<file path="config.mk">
export PLATFORM = sky130hd
export DESIGN_NAME = mem_bus_arbiter
export DESIGN_NICKNAME = d
export VERILOG_FILES = /design/src/rtl/mem_bus_arbiter.sv
export SDC_FILE = /design/constraint.sdc
export NUM_CORES = 1
export LEC_CHECK = 0
export ABC_AREA = 1
export CORE_MARGIN = 3
export CORE_UTILIZATION = 43
export CTS_CLUSTER_SIZE = 24
export DETAILED_ROUTE_END_ITERATION = 8
export GPL_ROUTABILITY_DRIVEN = 0
export PLACE_DENSITY_LB_ADDON = 0.1
export SLEW_MARGIN = 20
export SYNTH_ARGS = -nofsm -noshare
export SYNTH_HDL_FRONTEND = slang
export SYNTH_SLANG_ARGS = --single-unit
</file>
<file path="constraint.sdc">
create_clock -name clk -period 7.4 [get_ports clk]
set_input_delay 1.48 -clock clk [delete_from_list [all_inputs] [get_ports clk]]
set_output_delay 1.48 -clock clk [all_outputs]
set_load 0.01 [all_outputs]
</file>
<file path="src/rtl/mem_bus_arbiter.sv">
// Fetch/data arbiter in front of a single-port synchronous block RAM: byte-to-word
// address conversion, data-port range/alignment check and a registered req/ack return path.
module mem_bus_arbiter #(
    parameter int ADDR_W   = 32'sd13,
    parameter int DATA_W   = 32'sd32,
    parameter int ARB_MODE = 32'sd0
) (
    input  logic              clk,
    input  logic              rst,
    input  logic              i_req,
    input  logic [31:0]       i_addr,
    output logic [DATA_W-1:0] i_rdata,
    output logic              i_ack,
    input  logic              d_req,
    input  logic              d_we,
    input  logic [31:0]       d_addr,
    input  logic [DATA_W-1:0] d_wdata,
    output logic [DATA_W-1:0] d_rdata,
    output logic              d_ack,
    output logic              d_err,
    output logic              mem_we,
    output logic [ADDR_W-1:0] mem_addr,
    output logic [DATA_W-1:0] mem_din,
    input  logic [DATA_W-1:0] mem_dout
);

    typedef enum logic [2:0] {
        IDLE     = 3'd0,
        RD_ISSUE = 3'd1,
        RD_CAP   = 3'd2,
        WR_ISSUE = 3'd3,
        ACK      = 3'd4
    } state_t;

    state_t            state_r;
    state_t            state_nxt_s;
    logic              gnt_d_r;
    logic              gnt_d_nxt_s;
    logic              last_d_r;
    logic              last_d_nxt_s;
    logic              pick_d_s;
    logic              d_bad_s;
    logic              mem_we_nxt_s;
    logic [ADDR_W-1:0] mem_addr_nxt_s;
    logic [DATA_W-1:0] mem_din_nxt_s;
    logic [DATA_W-1:0] i_rdata_nxt_s;
    logic              i_ack_nxt_s;
    logic [DATA_W-1:0] d_rdata_nxt_s;
    logic              d_ack_nxt_s;
    logic              d_err_nxt_s;
    logic              unused_i_addr_s;

    function automatic logic addr_bad_f(input logic [31:0] addr);
        return (addr[1:0] != 2'b00) || (addr[31:ADDR_W+2] != {(30-ADDR_W){1'b0}});
    endfunction

    // The fetch port is deliberately unchecked, so its byte-offset and upper bits go nowhere.
    assign unused_i_addr_s = ^{i_addr[31:ADDR_W+2], i_addr[1:0]};
    assign d_bad_s         = addr_bad_f(d_addr);

    // Winner selection; last_d_r resets to 0 so round-robin favours the data port first
    always_comb begin
        pick_d_s = 1'b0;
        if (d_req && i_req) begin
            if (ARB_MODE == 32'sd0) begin
                pick_d_s = 1'b1;
            end else begin
                pick_d_s = ~last_d_r;
            end
        end else begin
            pick_d_s = d_req;
        end
    end

    // Next-state and next-output decode
    always_comb begin
        state_nxt_s    = state_r;
        gnt_d_nxt_s    = gnt_d_r;
        last_d_nxt_s   = last_d_r;
        mem_we_nxt_s   = 1'b0;
        mem_addr_nxt_s = mem_addr;
        mem_din_nxt_s  = mem_din;
        i_rdata_nxt_s  = i_rdata;
        i_ack_nxt_s    = 1'b0;
        d_rdata_nxt_s  = d_rdata;
        d_ack_nxt_s    = 1'b0;
        d_err_nxt_s    = 1'b0;
        case (state_r)
            IDLE: begin
                if (d_req || i_req) begin
                    gnt_d_nxt_s  = pick_d_s;
                    last_d_nxt_s = pick_d_s;
                    if (pick_d_s) begin
                        if (d_bad_s) begin
                            // Rejected access never reaches the RAM; complete it straight away.
                            d_ack_nxt_s   = 1'b1;
                            d_err_nxt_s   = 1'b1;
                            d_rdata_nxt_s = {DATA_W{1'b0}};
                            state_nxt_s   = ACK;
                        end else begin
                            mem_addr_nxt_s = d_addr[ADDR_W+1:2];
                            if (d_we) begin
                                mem_we_nxt_s  = 1'b1;
                                mem_din_nxt_s = d_wdata;
                                state_nxt_s   = WR_ISSUE;
                            end else begin
                                state_nxt_s = RD_ISSUE;
                            end
                        end
                    end else begin
                        mem_addr_nxt_s = i_addr[ADDR_W+1:2];
                        state_nxt_s    = RD_ISSUE;
                    end
                end else begin
                    state_nxt_s = IDLE;
                end
            end
            RD_ISSUE: begin
                state_nxt_s = RD_CAP;
            end
            RD_CAP: begin
                if (gnt_d_r) begin
                    d_rdata_nxt_s = mem_dout;
                    d_ack_nxt_s   = 1'b1;
                end else begin
                    i_rdata_nxt_s = mem_dout;
                    i_ack_nxt_s   = 1'b1;
                end
                state_nxt_s = ACK;
            end
            WR_ISSUE: begin
                d_ack_nxt_s = 1'b1;
                state_nxt_s = ACK;
            end
            ACK: begin
                state_nxt_s = IDLE;
            end
            default: begin
                state_nxt_s = IDLE;
            end
        endcase
    end

    // State and arbitration history registers
    always_ff @(posedge clk or posedge rst) begin
        if (rst) begin
            state_r  <= IDLE;
            gnt_d_r  <= 1'b0;
            last_d_r <= 1'b0;
        end else begin
            state_r  <= state_nxt_s;
            gnt_d_r  <= gnt_d_nxt_s;
            last_d_r <= last_d_nxt_s;
        end
    end

    // Registered outputs; reset clears everything, including an in-flight mem_we
    always_ff @(posedge clk or posedge rst) begin
        if (rst) begin
            mem_we   <= 1'b0;
            mem_addr <= {ADDR_W{1'b0}};
            mem_din  <= {DATA_W{1'b0}};
            i_rdata  <= {DATA_W{1'b0}};
            i_ack    <= 1'b0;
            d_rdata  <= {DATA_W{1'b0}};
            d_ack    <= 1'b0;
            d_err    <= 1'b0;
        end else begin
            mem_we   <= mem_we_nxt_s;
            mem_addr <= mem_addr_nxt_s;
            mem_din  <= mem_din_nxt_s;
            i_rdata  <= i_rdata_nxt_s;
            i_ack    <= i_ack_nxt_s;
            d_rdata  <= d_rdata_nxt_s;
            d_ack    <= d_ack_nxt_s;
            d_err    <= d_err_nxt_s;
        end
    end

endmodule

</file>
==> impl_metrics.toml, run 1 <==
[run_status]
outcome = "completed"

[final_layout]
num_antenna_cells = 0
final_area_um2 = 7790
nNetsFinal = 880
fin_cells = 900
utilization = 0.712
syn_to_final_growth_pct = 61.1
drive_above_1_share = 0.0908

[global_routing]
antenna_found_initial = 0
grt_overflow_total = 0
grt_max_degree = 66
grt_pass1_vias = 4274
grt_pass1_wl_um = 21200
grt_usage = 0.212

[min_path]
hold_end = "d_rdata[21]$_DFFE_PP0P_"
min_path_type = "reg -> reg"
hold_depth = 2
min-delay-start = "d_rdata[21]$_DFFE_PP0P_"

[synth]
synth_nets = 657
seq_area_frac_synth = 0.605
synth.distinct_cells = 20
syn-instance-count = 524
synth_area_um2 = 4840
synth-seq-cells = 117
avgSynthCellArea_um2 = 9.23
yosysWarnings = 0

[detailed_routing]
num_vias = 4177
routed_wl_um = 12900
wl_per_cell_um = 14.3
drc = 0
drtIter0Drc = 223
via_per_inst = 4.64
dr.pass1.iters = 4
ant_nets = 0

[setup_path]
start_kind = "input pin"
reg2reg_depth = 7
rr_startpoint = "state_r[2]$_DFF_PP0_"
endpoint_kind = "register"
worstPathArrival_ps = 3610
r2r_end = "d_rdata[28]$_DFFE_PP0P_"
worstPathMaxFanout = 65
required_ps = 7710
critPathKind = "in -> reg"
r2r_slack_ps = 4950

[timing]
worst_slew_margin_rel = 0.392
clock-skew-final_ps = 8.42
fin_crit_ps = 3300
hold_violations = 0
worst_pin_slew_ps = 909
clock.fmax_mhz = 303
slew_viol_final = 0
period_share = 0.447
fin_setup_tns_ps = 0
setup_ws_ps = 4100
whs_ps = 467
rsz0062_at_grt = "false"
setup_viol_count_final = 0

[place]
placed_cells = 868
place_area_um2 = 7110
port_buffers = 226
hpwl_um = 9190
dpl_worst_slack_ps = 3680

[power_and_ir_drop]
finalPower_mw = 2.72
vdd.ir_drop.worst_v = 0.000207
cellLeakagePower_nw = 3.83
powerDensity_nw_per_um2 = 349

[floorplanning]
io_pins = 246
start_util = 0.442
die_y_um = 112
dieArea_um2 = 12600
std_cell_rows = 38
design.core.area_um2 = 10900
die_x_um = 112

[cts]
cts_resized = 0
numCtsBuffers = 17
cts.clk_slew.worst_paths_ps = 50
post_cts_buffers = 0
cts_sinks = 117
htreeDepth = 4
cts_hold_buf = 0
clk_latency_ps = 400
ctsRootBufferMaster = "clkbuf_16"
clockBufferDepth = 2
cts_tree = "built"

[run]
cap_viol_max_count = 0
## routing by layer
layer	track usage	up-vias	routed length, µm
li1	-	2059	-
met1	0.251	1954	5220
met2	0.359	153	6400
met3	0.0889	11	1130
met4	0.0593	0	146
met5	0	-	0
## registers in the layout, indices dropped and copies added, names as in the netlist
name,cells
d_rdata,32
i_rdata,32
mem_din,32
mem_addr,13
state_r,3
d_ack,1
d_err,1
gnt_d_r,1
i_ack,1
mem_we,1
## synthesized netlist by cell type
master / n / share of area
o21ai_2: 23 / 0.042
inv_1: 47 / 0.036
o21ai_1: 9 / 0.0093
nand2_2: 2 / 0.0026
nand3_1: 21 / 0.022
mux2i_1: 13 / 0.027
nand2_1: 228 / 0.18
o22ai_1: 1 / 0.0013
a21oi_1: 1 / 0.0010
clkbuf_1: 8 / 0.0062
buf_6: 11 / 0.026
inv_2: 1 / 0.00078
nor2_2: 3 / 0.0039
nand2_4: 1 / 0.0023
buf_2: 6 / 0.0062
dfrtp_1: 117 / 0.61
and2_1: 1 / 0.0013
o21ai_0: 14 / 0.014
nand3_2: 2 / 0.0041
nor2_1: 15 / 0.012
## worst max-delay path, cell delays in order
cell,delay (ps)
clkdlybuf4s50_1,880
nand2_1,200
inv_1,80
nand3_2,70
buf_4,580
nand2_1,130
o21ai_1,150
## area by class of cell
class | instances | area (µm²)
fillers | 880 | 3150
flip-flops and latches | 117 | 2930
repair buffers | 229 | 2280
multi-input cells | 334 | 1540
clock buffers | 21 | 480
clock inverters | 11 | 195
inverters | 48 | 183
well taps | 140 | 175
## report_power, final
part | leakage (nW) | internal, mW | switching (mW) | total, mW
clock | 0.322 | 0.634 | 0.286 | 0.921
combinational | 1.97 | 0.453 | 0.396 | 0.849
sequential | 1.54 | 0.832 | 0.120 | 0.953
total | 3.83 | 1.92 | 0.802 | 2.72
## kinds of logic (layout without fill, tap and decap cells)
group,Yosys count,after routing,share of synthesized area
buffers and inverters,73,309,0.0753
AOI/OAI and AO/OA,48,48,0.0678
and+or+nand+nor,273,273,0.225
muxes,13,13,0.0269
DFF,117,117,0.605
## cells in the final DEF (no fill, tap or decap), types with 2 or more instances in the layout
cell / count
nand3_1: 21
nand2_2: 2
nand2_1: 228
o21ai_2: 23
dfrtp_1: 117
clkinvlp_4: 3
bufinv_16: 5
nand3_2: 2
mux2i_1: 13
clkbuf_8: 4
nor2_2: 3
o21ai_1: 9
inv_1: 45
inv_2: 2
clkbuf_16: 17
o21ai_0: 14
nor2_1: 15
clkdlybuf4s50_1: 226
buf_4: 3
## worst max-delay path by stage
stage               cells after the start                       to  startpoint
global placement                        7  mem_din[17]$_DFFE_PP0P_       d_req
CTS                                     7  mem_din[11]$_DFFE_PP0P_       d_req
floorplan                               1          d_ack$_DFF_PP0_         rst
global route                            7  mem_din[11]$_DFFE_PP0P_       d_req
detailed placement                      7  mem_din[11]$_DFFE_PP0P_       d_req
finish                                  7  mem_din[11]$_DFFE_PP0P_       d_req
Power figures use the tool's default switching activity.
==> run 2: changes to the inputs <==
--- a/config.mk
+++ b/config.mk
@@ -7,7 +7,7 @@
 export LEC_CHECK = 0
 export ABC_AREA = 1
 export CORE_MARGIN = 3
-export CORE_UTILIZATION = 43
+export CORE_UTILIZATION = 36
 export CTS_CLUSTER_SIZE = 24
 export DETAILED_ROUTE_END_ITERATION = 8
 export GPL_ROUTABILITY_DRIVEN = 0
==> constraint.sdc (replaced) <==
create_clock -name clk -period 2.8 [get_ports clk]
set_input_delay 0.56 -clock clk [delete_from_list [all_inputs] [get_ports clk]]
set_output_delay 0.56 -clock clk [all_outputs]
set_load 0.01 [all_outputs]
==> run 2 against run 1 <==
Net effect: first-iteration DRC count fell by 18%; combinational power grew to 2.7 times the previous value; clock power rose by 150%; largest power group unchanged; critical endpoint is now d_rdata[13]; largest cell class unchanged; non-clock buffer count up 5.
==> impl_metrics.toml, run 2 (synthesis results as in run 1) <==
[timing]
setup_viol_count_final = 0
fin_setup_tns_ps = 0
clock-skew-final_ps = 5.93
clock.fmax_mhz = 524
rsz0062_at_grt = "false"
fin_crit_ps = 1910
slew_viol_final = 0
worst_slew_margin_rel = 0.587
period_share = 0.681
worst_pin_slew_ps = 620
hold_violations = 0

[detailed_routing]
num_vias = 4151
met1Wirelength_um = 5340
routed_wl_um = 13000
wl_per_cell_um = 13.9
via_per_inst = 4.43
ant_nets = 0
top_layer = "met4"
route.met3.wl_um = 1250
drc = 0
route.met2.wl_um = 6200
dr.pass1.iters = 4
drtIter0Drc = 183

[power_and_ir_drop]
cellLeakagePower_nw = 3.85
finalPower_mw = 7.09
vdd.ir_drop.worst_v = 0.000550
powerDensity_nw_per_um2 = 902

[cts]
numCtsBuffers = 17
cts_tree = "built"
ctsRootBufferMaster = "clkbuf_16"
htreeDepth = 4
cts_sinks = 117
clockBufferDepth = 2
post_cts_buffers = 0
cts_hold_buf = 0
cts_resized = 0
cts.clk_slew.worst_paths_ps = 50
clk_latency_ps = 400

[min_path]
min_path_type = "reg -> reg"

[final_layout]
num_antenna_cells = 0
syn_to_final_growth_pct = 62.4
final_cell_mix = "nand2_1 (228), clkdlybuf4s50_1 (226), dfrtp_1 (117)"
final_common_cell = "nand2_1"
nNetsFinal = 885
drive_above_1_share = 0.0928
reg_top3 = "d_rdata x32, i_rdata x32, mem_din x32"

[floorplanning]
dieArea_um2 = 14900
design.core.area_um2 = 12900
die_y_um = 122
die_x_um = 122
start_util = 0.376
io_pins = 246
std_cell_rows = 41

[setup_path]
crit_family = "buffers and inverters"
cp_slowest_stage_delay_ps = 580
start_kind = "register"
required_ps = 2240
critPathBufInv = 1
worstPathArrival_ps = 1350
critPathKind = "reg -> out"
crit_chain = "clkdlybuf4s50_1"
cp_slowest_cell = "clkdlybuf4s50_1"
worstPathMaxFanout = 2
endpoint_kind = "primary output"

[global_routing]
grt_pass1_wl_um = 21000
grt_overflow_total = 0
grt_usage = 0.181
grt_pass1_vias = 4126
antenna_found_initial = 0
grt_max_degree = 118

[run_status]
outcome = "completed"

[run]
cap_viol_max_count = 0

[place]
port_buffers = 226
hpwl_um = 9130
run 2: area by class of cell:
cell class / count / area (µm²)
timing repair buffer: 234 / 2350
tap: 172 / 215
multi-input combinational: 334 / 1540
sequential: 117 / 2930
fill: 1137 / 5020
clock buffer: 23 / 488
clock inverter: 9 / 148
inverter: 48 / 184
run 2: through the flow:
| step | worst slack (ps) | util | hold slack [ps] | instance area (µm²) | std cells |
|---|---|---|---|---|---|
| floorplan | 813 | - | 485 | 4840 | 524 |
| global placement | 661 | 0.561 | 453 | 7220 | 905 |
| detailed placement | 586 | 0.561 | 457 | 7220 | 905 |
| CTS | 867 | 0.610 | 470 | 7850 | 937 |
| global route | 822 | 0.610 | 488 | 7850 | 937 |
| finish | 893 | 0.610 | 464 | 7850 | 937 |
run 2: layer usage:
metal | track usage | vias to the layer above
li1 | - | 2070
met5 | 0 | -
met3 | 0.0738 | 21
met1 | 0.221 | 1909
met4 | 0.0721 | 0
met2 | 0.288 | 151
run 2: final timing paths:
kind	startpoint	endpoint	slack, ps	cells after the start
max reg2reg	gnt_d_r$_DFFE_PP0P_	d_rdata[26]$_DFFE_PP0P_	1050	7
min in group asynchronous	rst	d_rdata[27]$_DFFE_PP0P_	710	3
min reg2reg	d_rdata[21]$_DFFE_PP0P_	d_rdata[21]$_DFFE_PP0P_	460	2
max	d_rdata[13]$_DFFE_PP0P_	d_rdata[13]	890	1
max in group asynchronous	rst	mem_addr[11]$_DFFE_PP0P_	1630	3
min	d_rdata[21]$_DFFE_PP0P_	d_rdata[21]$_DFFE_PP0P_	460	2
run 2: report_power, final:
part           switching (mW)  internal (mW)  total, mW
combinational            1.10           1.22       2.31
sequential              0.270           2.20       2.47
clock                   0.724           1.58       2.30
total                    2.09           5.00       7.09
run 2: tightest hold or removal path: stages (launching register included):
cell and delay [ps]:
dfrtp_1 340, nand2_1 50, nand2_1 40
